## src/rtl/led_panel_pkg.sv

```systemverilog
// Shared definitions for the 64x64 LED panel framebuffer: geometry, word layout and writer states.
package led_panel_pkg;

    localparam int ROW_W     = 5;
    localparam int COL_W     = 6;
    localparam int RGB_W     = 3;
    localparam int ADDR_W    = ROW_W + COL_W;
    localparam int WORD_W    = 2 * RGB_W;
    localparam int NUM_WORDS = 2048;

    typedef enum logic [1:0] {
        IDLE,
        RD,
        MERGE,
        CLR
    } state_t;

    // Replace one half-panel pixel in a word, keeping the pixel of the other half.
    function automatic logic [WORD_W-1:0] merge_pixel(
        input logic [WORD_W-1:0] word,
        input logic              bottom,
        input logic [RGB_W-1:0]  rgb
    );
        if (bottom)
            return {word[WORD_W-1:RGB_W], rgb};
        else
            return {rgb, word[RGB_W-1:0]};
    endfunction

endpackage

```

## src/rtl/count.sv

```systemverilog
// Free-running up counter with synchronous reset, synchronous clear-to-zero and increment enable.
module count #(
    parameter int width = 11
) (
    input  logic             clk,
    input  logic             reset,
    input  logic             zero,
    input  logic             inc,
    output logic [width-1:0] outc
);

    always_ff @(posedge clk) begin
        if (reset || zero)
            outc <= '0;
        else if (inc)
            outc <= outc + 1'b1;
    end

endmodule

```

## src/rtl/led_fb_writer.sv

```systemverilog
// Write-side agent of the LED panel framebuffer: read-modify-write pixel updates and full-frame clears.
module led_fb_writer
    import led_panel_pkg::*;
(
    input  logic              clk,
    input  logic              rst,
    input  logic              pix_valid,
    output logic              pix_ready,
    input  logic [COL_W-1:0]  pix_x,
    input  logic [ROW_W:0]    pix_y,
    input  logic [RGB_W-1:0]  pix_rgb,
    input  logic              clr,
    input  logic [RGB_W-1:0]  clr_rgb,
    output logic              busy,
    output logic              done,
    output logic [ADDR_W-1:0] mem_addr,
    output logic              mem_rd,
    input  logic [WORD_W-1:0] mem_rdata,
    output logic              mem_wr,
    output logic [WORD_W-1:0] mem_wdata
);

    localparam logic [ADDR_W-1:0] LAST_ADDR = ADDR_W'(NUM_WORDS - 1);
    localparam logic [ADDR_W-1:0] PRE_LAST  = ADDR_W'(NUM_WORDS - 2);

    state_t              state;
    logic [ADDR_W-1:0]   addr_q;
    logic [WORD_W-1:0]   wdata_q;
    logic                half_q;
    logic [RGB_W-1:0]    rgb_q;
    logic [ADDR_W-1:0]   sweep;
    logic                clr_start;
    logic                pix_accept;

    assign clr_start  = (state == IDLE) && clr;
    assign pix_accept = (state == IDLE) && !clr && pix_valid;
    assign pix_ready  = (state == IDLE) && !clr;
    assign busy       = (state != IDLE);

    count #(.width(ADDR_W)) u_sweep (
        .clk   (clk),
        .reset (rst),
        .zero  (clr_start),
        .inc   (state == CLR),
        .outc  (sweep)
    );

    // The sweep counter is the address during a clear; read data only arrives in MERGE, so the
    // merged word is formed there combinationally rather than registered a cycle late.
    assign mem_addr  = (state == CLR) ? sweep : addr_q;
    assign mem_wdata = (state == MERGE) ? merge_pixel(mem_rdata, half_q, rgb_q) : wdata_q;

    always_ff @(posedge clk) begin
        if (rst) begin
            state   <= IDLE;
            mem_rd  <= 1'b0;
            mem_wr  <= 1'b0;
            done    <= 1'b0;
            addr_q  <= '0;
            wdata_q <= '0;
        end else begin
            mem_rd <= 1'b0;
            done   <= 1'b0;
            case (state)
                IDLE: begin
                    if (clr) begin
                        wdata_q <= {clr_rgb, clr_rgb};
                        mem_wr  <= 1'b1;
                        state   <= CLR;
                    end else if (pix_valid) begin
                        addr_q <= {pix_y[ROW_W-1:0], pix_x};
                        mem_rd <= 1'b1;
                        state  <= RD;
                    end
                end
                RD: begin
                    mem_wr <= 1'b1;
                    done   <= 1'b1;
                    state  <= MERGE;
                end
                MERGE: begin
                    mem_wr <= 1'b0;
                    state  <= IDLE;
                end
                CLR: begin
                    if (sweep == LAST_ADDR) begin
                        mem_wr <= 1'b0;
                        state  <= IDLE;
                    end else if (sweep == PRE_LAST) begin
                        done <= 1'b1;
                    end
                end
                default: state <= IDLE;
            endcase
        end
    end

    always_ff @(posedge clk) begin
        if (pix_accept) begin
            half_q <= pix_y[ROW_W];
            rgb_q  <= pix_rgb;
        end
    end

endmodule

```

## config.mk

```make
export PLATFORM = sky130hd
export DESIGN_NAME = led_fb_writer
export DESIGN_NICKNAME = d
export VERILOG_FILES = /design/src/rtl/led_panel_pkg.sv /design/src/rtl/count.sv /design/src/rtl/led_fb_writer.sv
export SDC_FILE = /design/constraint.sdc
export NUM_CORES = 1
export LEC_CHECK = 0
export CORE_MARGIN = 2
export CORE_UTILIZATION = 25
export DETAILED_ROUTE_END_ITERATION = 12
export DONT_BUFFER_PORTS = 1
export PLACE_DENSITY = 0.5
export SYNTH_ARGS = -nofsm -noshare
export SYNTH_HDL_FRONTEND = slang
export SYNTH_HIERARCHICAL = 1
export SYNTH_SLANG_ARGS = --single-unit
export TNS_END_PERCENT = 100
```

## constraint.sdc

```tcl
create_clock -name clk -period 1.8 [get_ports clk]
set_input_delay 0.45 -clock clk [delete_from_list [all_inputs] [get_ports clk]]
set_output_delay 0.45 -clock clk [all_outputs]
set_load 0.01 [all_outputs]
```

# Word-level counts from Yosys, hierarchy flattened
# Index checks and enable logic that the tools add are counted.
[totals] reg_bits=37 latchBits=0 ram_bits=0 romBits=0 wordCells=46 memories=0
[classes] add_sub_neg=1 mul=0 div=0 order_cmp=0 eq_ne=8 n_shift=0 muxes=14 bitwise_logic=2 n_reduce_logical=12
[ops] cell="$eq A11 B11 Y1 const B" count=2
[ops] cell="$mux W6" count=2
[ops] cell="$add A11 B1 Y11 const B" count=1
[ops] cell="$mux W11" count=1
[ops] cell="$pmux W2 S4" count=1
[ops] cell="$mux W2" count=3
[ops] cell="$reduce_and A2 Y1" count=3
[ops] cell="$mux W1" count=5
[ops] cell="$eq A2 B2 Y1 const B" count=2
[ops] cell="$ne A2 B2 Y1 const B" count=2
[ops] cell="$pmux W1 S4" count=1
[ops] cell="$logic_and A1 B1 Y1" count=3
[ops] cell="$ne A3 B3 Y1 const B" count=1
[ops] cell="$reduce_and A3 Y1" count=1
[ops] cell="$reduce_or A3 Y1" count=1
[ops] cell="$eq A2 B1 Y1 const B" count=1
[ops] cell="$logic_not A2 Y1" count=1
[ops] cell="$not A1 Y1" count=2
[ops] cell="$pmux W1 S2" count=1
[ops] cell="$reduce_bool A2 Y1" count=1
[ops] cell="$logic_not A1 Y1" count=1
[ops] cell="$logic_or A1 B1 Y1" count=1

# Depth between registers and ports, before layout
# Gate-level depths: netlist of the first run.
[logic_depth] word_depth=4 ltp_mapped=8

# Hierarchy
# The synthesis of the first run kept the hierarchy.
[modules_own_cells] mod="led_fb_writer" n_inst=1 cells_each=127 area_each_um2=1133.6 seq_area_each_um2=500.5
[modules_own_cells] mod="count" n_inst=1 cells_each=57 area_each_um2=525.5 seq_area_each_um2=220.2

# Worst setup path after synthesis of the first run
# Ideal clock, no wire load.
[synth_path] kind="register -> register" startpoint="register state[0]" endpoint="register u_sweep.outc[9]" setup_time_ps=70 arrival_ps=1637 required_time_ps=1730 path_slack_ps=93 path_stages_with_launch=9 synth_period_minus_slack_ps=1707 cell_sequence="dfxtp_1 -> buf_4 -> nand2_1 -> buf_2 -> inv_1 -> buf_6 -> nand4_2 -> or4_1 -> a21oi_1"
[synth_via] elab_chain_len=3 word_cells_on_any_way=4 cone_classes="eq/ne: 1; reduce/logical: 3"
[synth_rtl] item="start: declaration" line_no="led_fb_writer.sv:26" rtl="state_t state;"
[synth_rtl] item="start signal: assignment" line_no="led_fb_writer.sv:55" rtl="state <= IDLE;"
[synth_rtl] item="start signal: assignment" line_no="led_fb_writer.sv:69" rtl="state <= CLR;"
[synth_rtl] item="start signal: assignment" line_no="led_fb_writer.sv:73" rtl="state <= RD;"
[synth_rtl] item="$logic_not A2 Y1" line_no="led_fb_writer.sv:35" rtl="assign clr_start = (state == IDLE) && clr;"
[synth_rtl] item="$logic_and A1 B1 Y1" line_no="led_fb_writer.sv:35"
[synth_rtl] item="$logic_or A1 B1 Y1" line_no="count.sv:13" rtl="if (reset || zero)"
[synth_rtl] item="end signal: assignment" line_no="count.sv:16" rtl="outc <= outc + 1'b1;"
[synth_rtl] item="end: declaration" line_no="count.sv:9" rtl="output logic [width-1:0] outc"
# Parallel ways exist; a longest one is shown, timed or not.
# A chain may end at the register's enable or synchronous reset.

# Final worst setup path of the first run
[layout_path] startpoint="register half_q" endpoint="output mem_wdata[3]"
[layout_via] elab_chain_len=2
[layout_rtl] item="start: declaration" line_no="led_fb_writer.sv:29" rtl="logic half_q;"
[layout_rtl] item="start signal: assignment" line_no="led_fb_writer.sv:100" rtl="half_q <= pix_y[ROW_W];"
[layout_rtl] item="$mux W6" line_no="led_panel_pkg.sv:24" rtl="if (bottom)"
[layout_rtl] item="$mux W6" line_no="led_fb_writer.sv:51" rtl="assign mem_wdata = (state == MERGE) ? merge_pixel(mem_rdata, half_q, rgb_q) : wdata_q;"
[layout_rtl] item="end: declaration" line_no="led_fb_writer.sv:20" rtl="output logic [WORD_W-1:0] mem_wdata"
# No other way between the ends.

==> results of run 1 <==
[stage by stage]
| step | total power, mW | instances | setup WS (ns) |
|---|---|---|---|
| 2_1_floorplan | 0.998 | 184 | 0.0928 |
| 3_3_place_gp | 1.02 | 256 | 0.218 |
| 3_5_place_dp | 1.02 | 256 | 0.205 |
| 4_1_cts | 1.74 | 264 | -0.0199 |
| 5_1_grt | 1.82 | 269 | -0.0303 |
| 6_report | 1.75 | 269 | 0.0583 |
[kinds of logic after synthesis]
group                      Yosys count  share of synthesized area [%]
adders and majority gates            1                          0.754
DFF                                 34                           43.4
and+or+nand+nor                     69                           21.6
muxes                               21                           13.4
AOI/OAI and AO/OA                   36                           12.7
buffers and inverters               19                           6.03
xor gates and xnor gates             4                           2.11
[cell type report]
class	instances	area (µm²)	share of cell area, %
Inverter	8	30.0	1.56
Timing Repair Buffer	11	87.6	4.54
Multi-Input combinational cell	131	876	45.4
Tap cell	77	96.3	4.99
Clock inverter	3	45.0	2.33
Clock buffer	5	68.8	3.57
Sequential cell	34	726	37.6
[registers in the layout (all words and copies together), names as in the netlist]
signal        cells
addr_q           11
u_sweep/outc     11
rgb_q             3
wdata_q           3
state             2
done              1
half_q            1
mem_rd            1
mem_wr            1
[worst max-delay path: stages (launching register included)]
cell      delay [ns]
edfxtp_1        0.55
mux2i_1         0.35
a21oi_4         0.11
[cells in the final DEF (no fill, tap or decap), types with 2 or more instances in the layout]
cell type | synthesis | layout
mux2i_1 | 11 | 11
clkbuf_8 | 0 | 5
buf_4 | 1 | 8
dfxtp_1 | 30 | 28
o31ai_1 | 3 | 3
nand2_1 | 31 | 30
o41ai_1 | 2 | 2
nand4_1 | 4 | 4
buf_6 | 3 | 2
or2_2 | 3 | 3
nor2_1 | 15 | 14
mux2_2 | 10 | 10
or3_1 | 3 | 3
clkinvlp_4 | 0 | 2
a21oi_1 | 25 | 19
a21oi_2 | 0 | 5
xor2_1 | 3 | 3
edfxtp_1 | 4 | 4
or4_1 | 3 | 3
o21ai_0 | 2 | 2
inv_1 | 7 | 7
[metal layers]
metal	vias up	wire length, µm	track usage (%)
met5	-	0	0
met4	0	65	5.05
met3	6	181	2.92
met2	32	1870	15.4
met1	610	1860	13.9
li1	662	-	-
[Yosys cell counts, drive strengths merged]
cell type,instances
a21oi,25
a221oi,1
a311oi,1
and3b,1
buf,6
clkbuf,5
dfxtp,30
edfxtp,4
ha,1
inv,8
mux2,10
mux2i,11
nand2,31
nand3,1
nand4,6
nand4b,1
nor2,15
nor2b,1
nor3,1
nor3b,1
nor4,1
o21ai,2
o311ai,1
o31ai,3
o32ai,1
o41ai,2
or2,3
or3,3
or4,3
or4b,1
xnor2,1
xor2,3
[how the worst max path moves through the flow]
stage	to	slack, ns	depth (start not counted)
floorplan	u_sweep/outc[9]	0.09	8
global placement	mem_wdata[2]	0.22	4
global route	mem_wdata[3]	-0.03	2
finish	mem_wdata[3]	0.06	2
detailed placement	u_sweep/outc[9]	0.20	5
CTS	mem_wdata[2]	-0.02	5
[where the power goes]
part | internal (mW) | switching [mW]
combinational | 0.0910 | 0.124
sequential | 0.798 | 0.0273
clock | 0.412 | 0.300
total | 1.30 | 0.451
[repair_timing]
action	CTS	global route
hold buffers	0	0
setup endpoints to repair	17	17
resized for setup	2	16
cloned	0	2
pin swaps	0	0
setup buffers	0	3
==> results.sh, run 1 <==
export IMPL_first_pass_iters=4
export IMPL_synth_nets=213
export IMPL_coreArea_um2=6390
export IMPL_finalCriticalPeriod_ns=1.74
export IMPL_clk_transition_reported_paths_ns=0.07
export IMPL_start_kind="register"
export IMPL_drt_total_wl_mm=3.98
export IMPL_whs_ns=0.229
export IMPL_syn_inst=184
export IMPL_clock_fmax_mhz=574
export IMPL_drt_iter0_drc=56
export IMPL_dpl_hpwl_mm=2.71
export IMPL_grt_pass1_vias=1196
export IMPL_finalCritPeriodShare_pct=96.8
export IMPL_reg2regPathDepth=3
export IMPL_tns_ns=0
export IMPL_leakage_nw=0.710
export IMPL_hp_start="rst"
export IMPL_status="complete, no violations"
export IMPL_setup_viol=0
export IMPL_finalClockSkew_ns=0.00515
export IMPL_grt_max_degree=25
export IMPL_grt_overflow=0
export IMPL_hold_end="state[1]"
export IMPL_track_usage_pct=10.4
export IMPL_cts_made_buffers=5
export IMPL_port_buffers=0
export IMPL_final_antenna_net_count=0
export IMPL_gp_congestion=0.731
export IMPL_synth_top_area_share_pct=36.2
export IMPL_min_path_type="input pin to register"
export IMPL_drc=0
export IMPL_max_cap_violations=0
export IMPL_worstReg2RegEnd="half_q"
export IMPL_antenna_found_initial=0
export IMPL_min_path_cells=1
export IMPL_fin_area_um2=1930
export IMPL_powerDensity_nw_per_um2=908
export IMPL_viasPerCell=4.87
export IMPL_htreeDepth=2
export IMPL_cts_tree="done"
export IMPL_fillCellCount=686
export IMPL_crit_arrival_ns=1.29
export IMPL_critPathMaxFanout=6
export IMPL_final_util_pct=30.2
export IMPL_dieArea_um2=7300
export IMPL_clock_sinks=34
export IMPL_ys_ff_latch=34
export IMPL_clk_path_buf_depth=2
export IMPL_synthToLayoutAreaGrowth_pct=16.3
export IMPL_worst_pin_slew_ns=0.558
export IMPL_ys_warn_count=6
export IMPL_start_util_pct=26.0
export IMPL_grt_pass1_wl_mm=5.91
export IMPL_layout_drive_gt1_share_pct=25.0
export IMPL_n_antenna_cell=0
export IMPL_synth_cell_types=37
export IMPL_wl_per_cell_um=14.8
export IMPL_cp_required_ns=1.35
export IMPL_drv_slew=0
export IMPL_row_count=29
export IMPL_end_kind="output port"
export IMPL_vias=1310
export IMPL_crit_start="half_q"
export IMPL_syn_cell_area_um2=1660
export IMPL_ir_drop_mv=0.416
export IMPL_yosysTopAreaCell="dfxtp_1"
export IMPL_boundaryPins=50
export IMPL_die_h_um=85.5
export IMPL_worstSkewPairLatency_ns=0.29
export IMPL_slew_headroom_pct=62.6
export IMPL_nNetsFinal=220
export IMPL_cts_root_buf="clkbuf_8"
export IMPL_yosysSeqAreaShare_pct=43.4
export IMPL_synth_area_leaders="dfxtp_1, a21oi_1, edfxtp_1"
export IMPL_r2r_start="state[0]"
export IMPL_r2r_setup_slack_ns=0.26
export IMPL_die_w_um=85.5
export IMPL_syn_avg_cell_area_um2=9.02
export IMPL_setup_worst_path_class="register to output port"
export IMPL_finalHoldViolations=0
export IMPL_placedInstanceArea_um2=1730
Note: power is estimated with default switching activity, not from simulation.
==> run 2, diff against run 1 <==
Settings changed: CORE_MARGIN 2 to not set, CORE_UTILIZATION 25 to 53, MAX_ROUTING_LAYER set to met4, PLACE_DENSITY 0.5 to 0.81.
==> run 2 against run 1 <==
Compared with the run above:
- the flow now finishes with violations (DRC, setup timing)
- register-to-register slack improved by 0.07 ns
- setup slack got worse by 0.076 ns
- clock-buffer cell count rose by 1
- combinational power rose by 4%
- sequential power barely moved
- routed wire length fell by 0.35%
- largest power group unchanged
==> results.sh, run 2 (synthesized netlist as in run 1, its figures left out) <==
export IMPL_powerDensity_nw_per_um2=805
export IMPL_clock_fmax_mhz=550
export IMPL_max_cap_violations=0
export IMPL_die_w_um=58.0
export IMPL_setup_viol=1
export IMPL_viasPerCell=6.26
export IMPL_max_stage_delay_ns=0.39
export IMPL_critPathMaxFanout=8
export IMPL_wl_per_cell_um=17.9
export IMPL_grt_overflow=0
export IMPL_tns_ns=-0.0173
export IMPL_whs_ns=0.146
export IMPL_setup_ws_ns=-0.0173
export IMPL_start_kind="register"
export IMPL_first_pass_iters=8
export IMPL_cts_root_buf="clkbuf_4"
export IMPL_clock_sinks=34
export IMPL_worstSkewPairLatency_ns=0.36
export IMPL_finalHoldViolations=0
export IMPL_row_count=19
export IMPL_clk_path_buf_depth=2
export IMPL_finalClockSkew_ns=0.0169
export IMPL_start_util_pct=58.2
export IMPL_grt_pass1_vias=1267
export IMPL_drc=4
export IMPL_n_antenna_cell=0
export IMPL_dpl_hpwl_mm=2.73
export IMPL_path_delay_family="flip-flops"
export IMPL_synthToLayoutAreaGrowth_pct=12.9
export IMPL_clk_transition_reported_paths_ns=0.11
export IMPL_antenna_found_initial=0
export IMPL_ir_drop_mv=0.531
export IMPL_dieArea_um2=3360
export IMPL_vias=1390
export IMPL_drt_iter0_drc=120
export IMPL_seqPwrFrac_pct=55.0
export IMPL_end_kind="output port"
export IMPL_fillCellCount=235
export IMPL_final_antenna_net_count=0
export IMPL_cp_cell_sequence="nor2b_1 > buf_4 > nor2_1 > a21oi_2"
export IMPL_coreArea_um2=2850
export IMPL_drt_total_wl_mm=3.97
export IMPL_final_util_pct=65.7
export IMPL_worst_pin_slew_ns=0.358
export IMPL_slew_headroom_pct=76.0
export IMPL_finalCriticalPeriod_ns=1.82
export IMPL_crit_arrival_ns=1.37
export IMPL_track_usage_pct=25.9
export IMPL_p_sw_uw=426
export IMPL_final_cell_mix="nand2_1, dfxtp_1, a21oi_1, nor2_1, mux2i_1"
export IMPL_boundaryPins=50
export IMPL_power_share_clock_pct=30.2
export IMPL_layout_drive_gt1_share_pct=24.1
export IMPL_nNetsFinal=219
export IMPL_setup_worst_path_class="register to output port"
export IMPL_die_h_um=58.0
export IMPL_violations="DRC, setup timing"
export IMPL_mostFrequentLayoutCell="nand2_1"
export IMPL_cts_made_buffers=5
export IMPL_largest_registers="addr_q: 11 flops, u_sweep/outc: 11 flops"
export IMPL_combPwrFrac_pct=14.8
export IMPL_switching_share_pct=28.2
export IMPL_gp_congestion=0.855
export IMPL_rsz0062_at_grt="true"
export IMPL_power_internal_mw=1.08
export IMPL_cp_slowest_cell="dfxtp_4"
export IMPL_grt_pass1_wl_mm=6.05
export IMPL_finalCritPeriodShare_pct=101
export IMPL_drv_slew=0
export IMPL_cts_tree="done"
export IMPL_finalPower_mw=1.51
export IMPL_htreeDepth=2
export IMPL_leakage_nw=0.745
export IMPL_grt_max_degree=25
export IMPL_cp_required_ns=1.35
export IMPL_min_path_type="input pin to register"
export IMPL_status="finished, violations left"
export IMPL_port_buffers=0
export IMPL_cp_buffers_inverters=1
run 2: changes by cell type in the layout (fill, tap and decap cells not counted), moves of 2 or more:
cell / before / now
buf_6: 2 / 0
mux2_2: 10 / 0
clkbuf_8: 5 / 1
clkbuf_4: 0 / 5
mux2_4: 0 / 10
run 2: metal layers:
layer | up-vias | GRT usage, % | wire [µm] | share of wire, %
li1 | 658 | - | - | -
met1 | 655 | 30.4 | 1630 | 41
met2 | 70 | 39.9 | 1940 | 49
met3 | 7 | 8.93 | 302 | 7.6
met4 | 0 | 12.2 | 91 | 2.3
met5 | - | - | 0 | 0
run 2: final timing paths:
kind | depth (start not counted) | start | end | slack (ns)
max reg2reg | 4 | u_sweep/outc[1] | u_sweep/outc[6] | 0.33
min | 1 | rst | addr_q[1] | 0.15
min reg2reg | 2 | addr_q[1] | addr_q[1] | 0.46
max | 4 | state[1] | mem_wdata[2] | -0.02
run 2: timing repair:
action | CTS | global route
gates cloned | 0 | 1
endpoints found under the setup margin | 17 | 17
hold buffers | 0 | 0
pin swaps | 0 | 1
resized for setup | 8 | 19
buffers inserted | 0 | 2
run 2: power by group through the flow:
stage          combinational (mW)  sequential [mW]  clock [mW]
3_3_place_gp                0.174            0.841           0
4_1_cts                     0.188            0.829       0.464
2_1_floorplan               0.169            0.829           0
5_1_grt                     0.243            0.833       0.502
3_5_place_dp                0.183            0.844           0
6_report                    0.223            0.829       0.456
run 2: layout make-up:
type	instances	area [µm²]	share of cell area, %
Tap cell	31	38.8	2.07
Multi-Input combinational cell	131	906	48.4
Sequential cell	34	729	38.9
Timing Repair Buffer	10	105	5.61
Inverter	8	30.0	1.60
Clock inverter	2	12.5	0.668
Clock buffer	6	51.3	2.74
run 2: stage by stage:
| step | area, µm² | worst slack, ns | instances |
|---|---|---|---|
| floorplan | 1660 | 0.0928 | 184 |
| global placement | 1680 | 0.267 | 211 |
| detailed placement | 1680 | 0.166 | 211 |
| CTS | 1770 | -0.0234 | 219 |
| global route | 1870 | -0.0831 | 222 |
| finish | 1870 | -0.0173 | 222 |
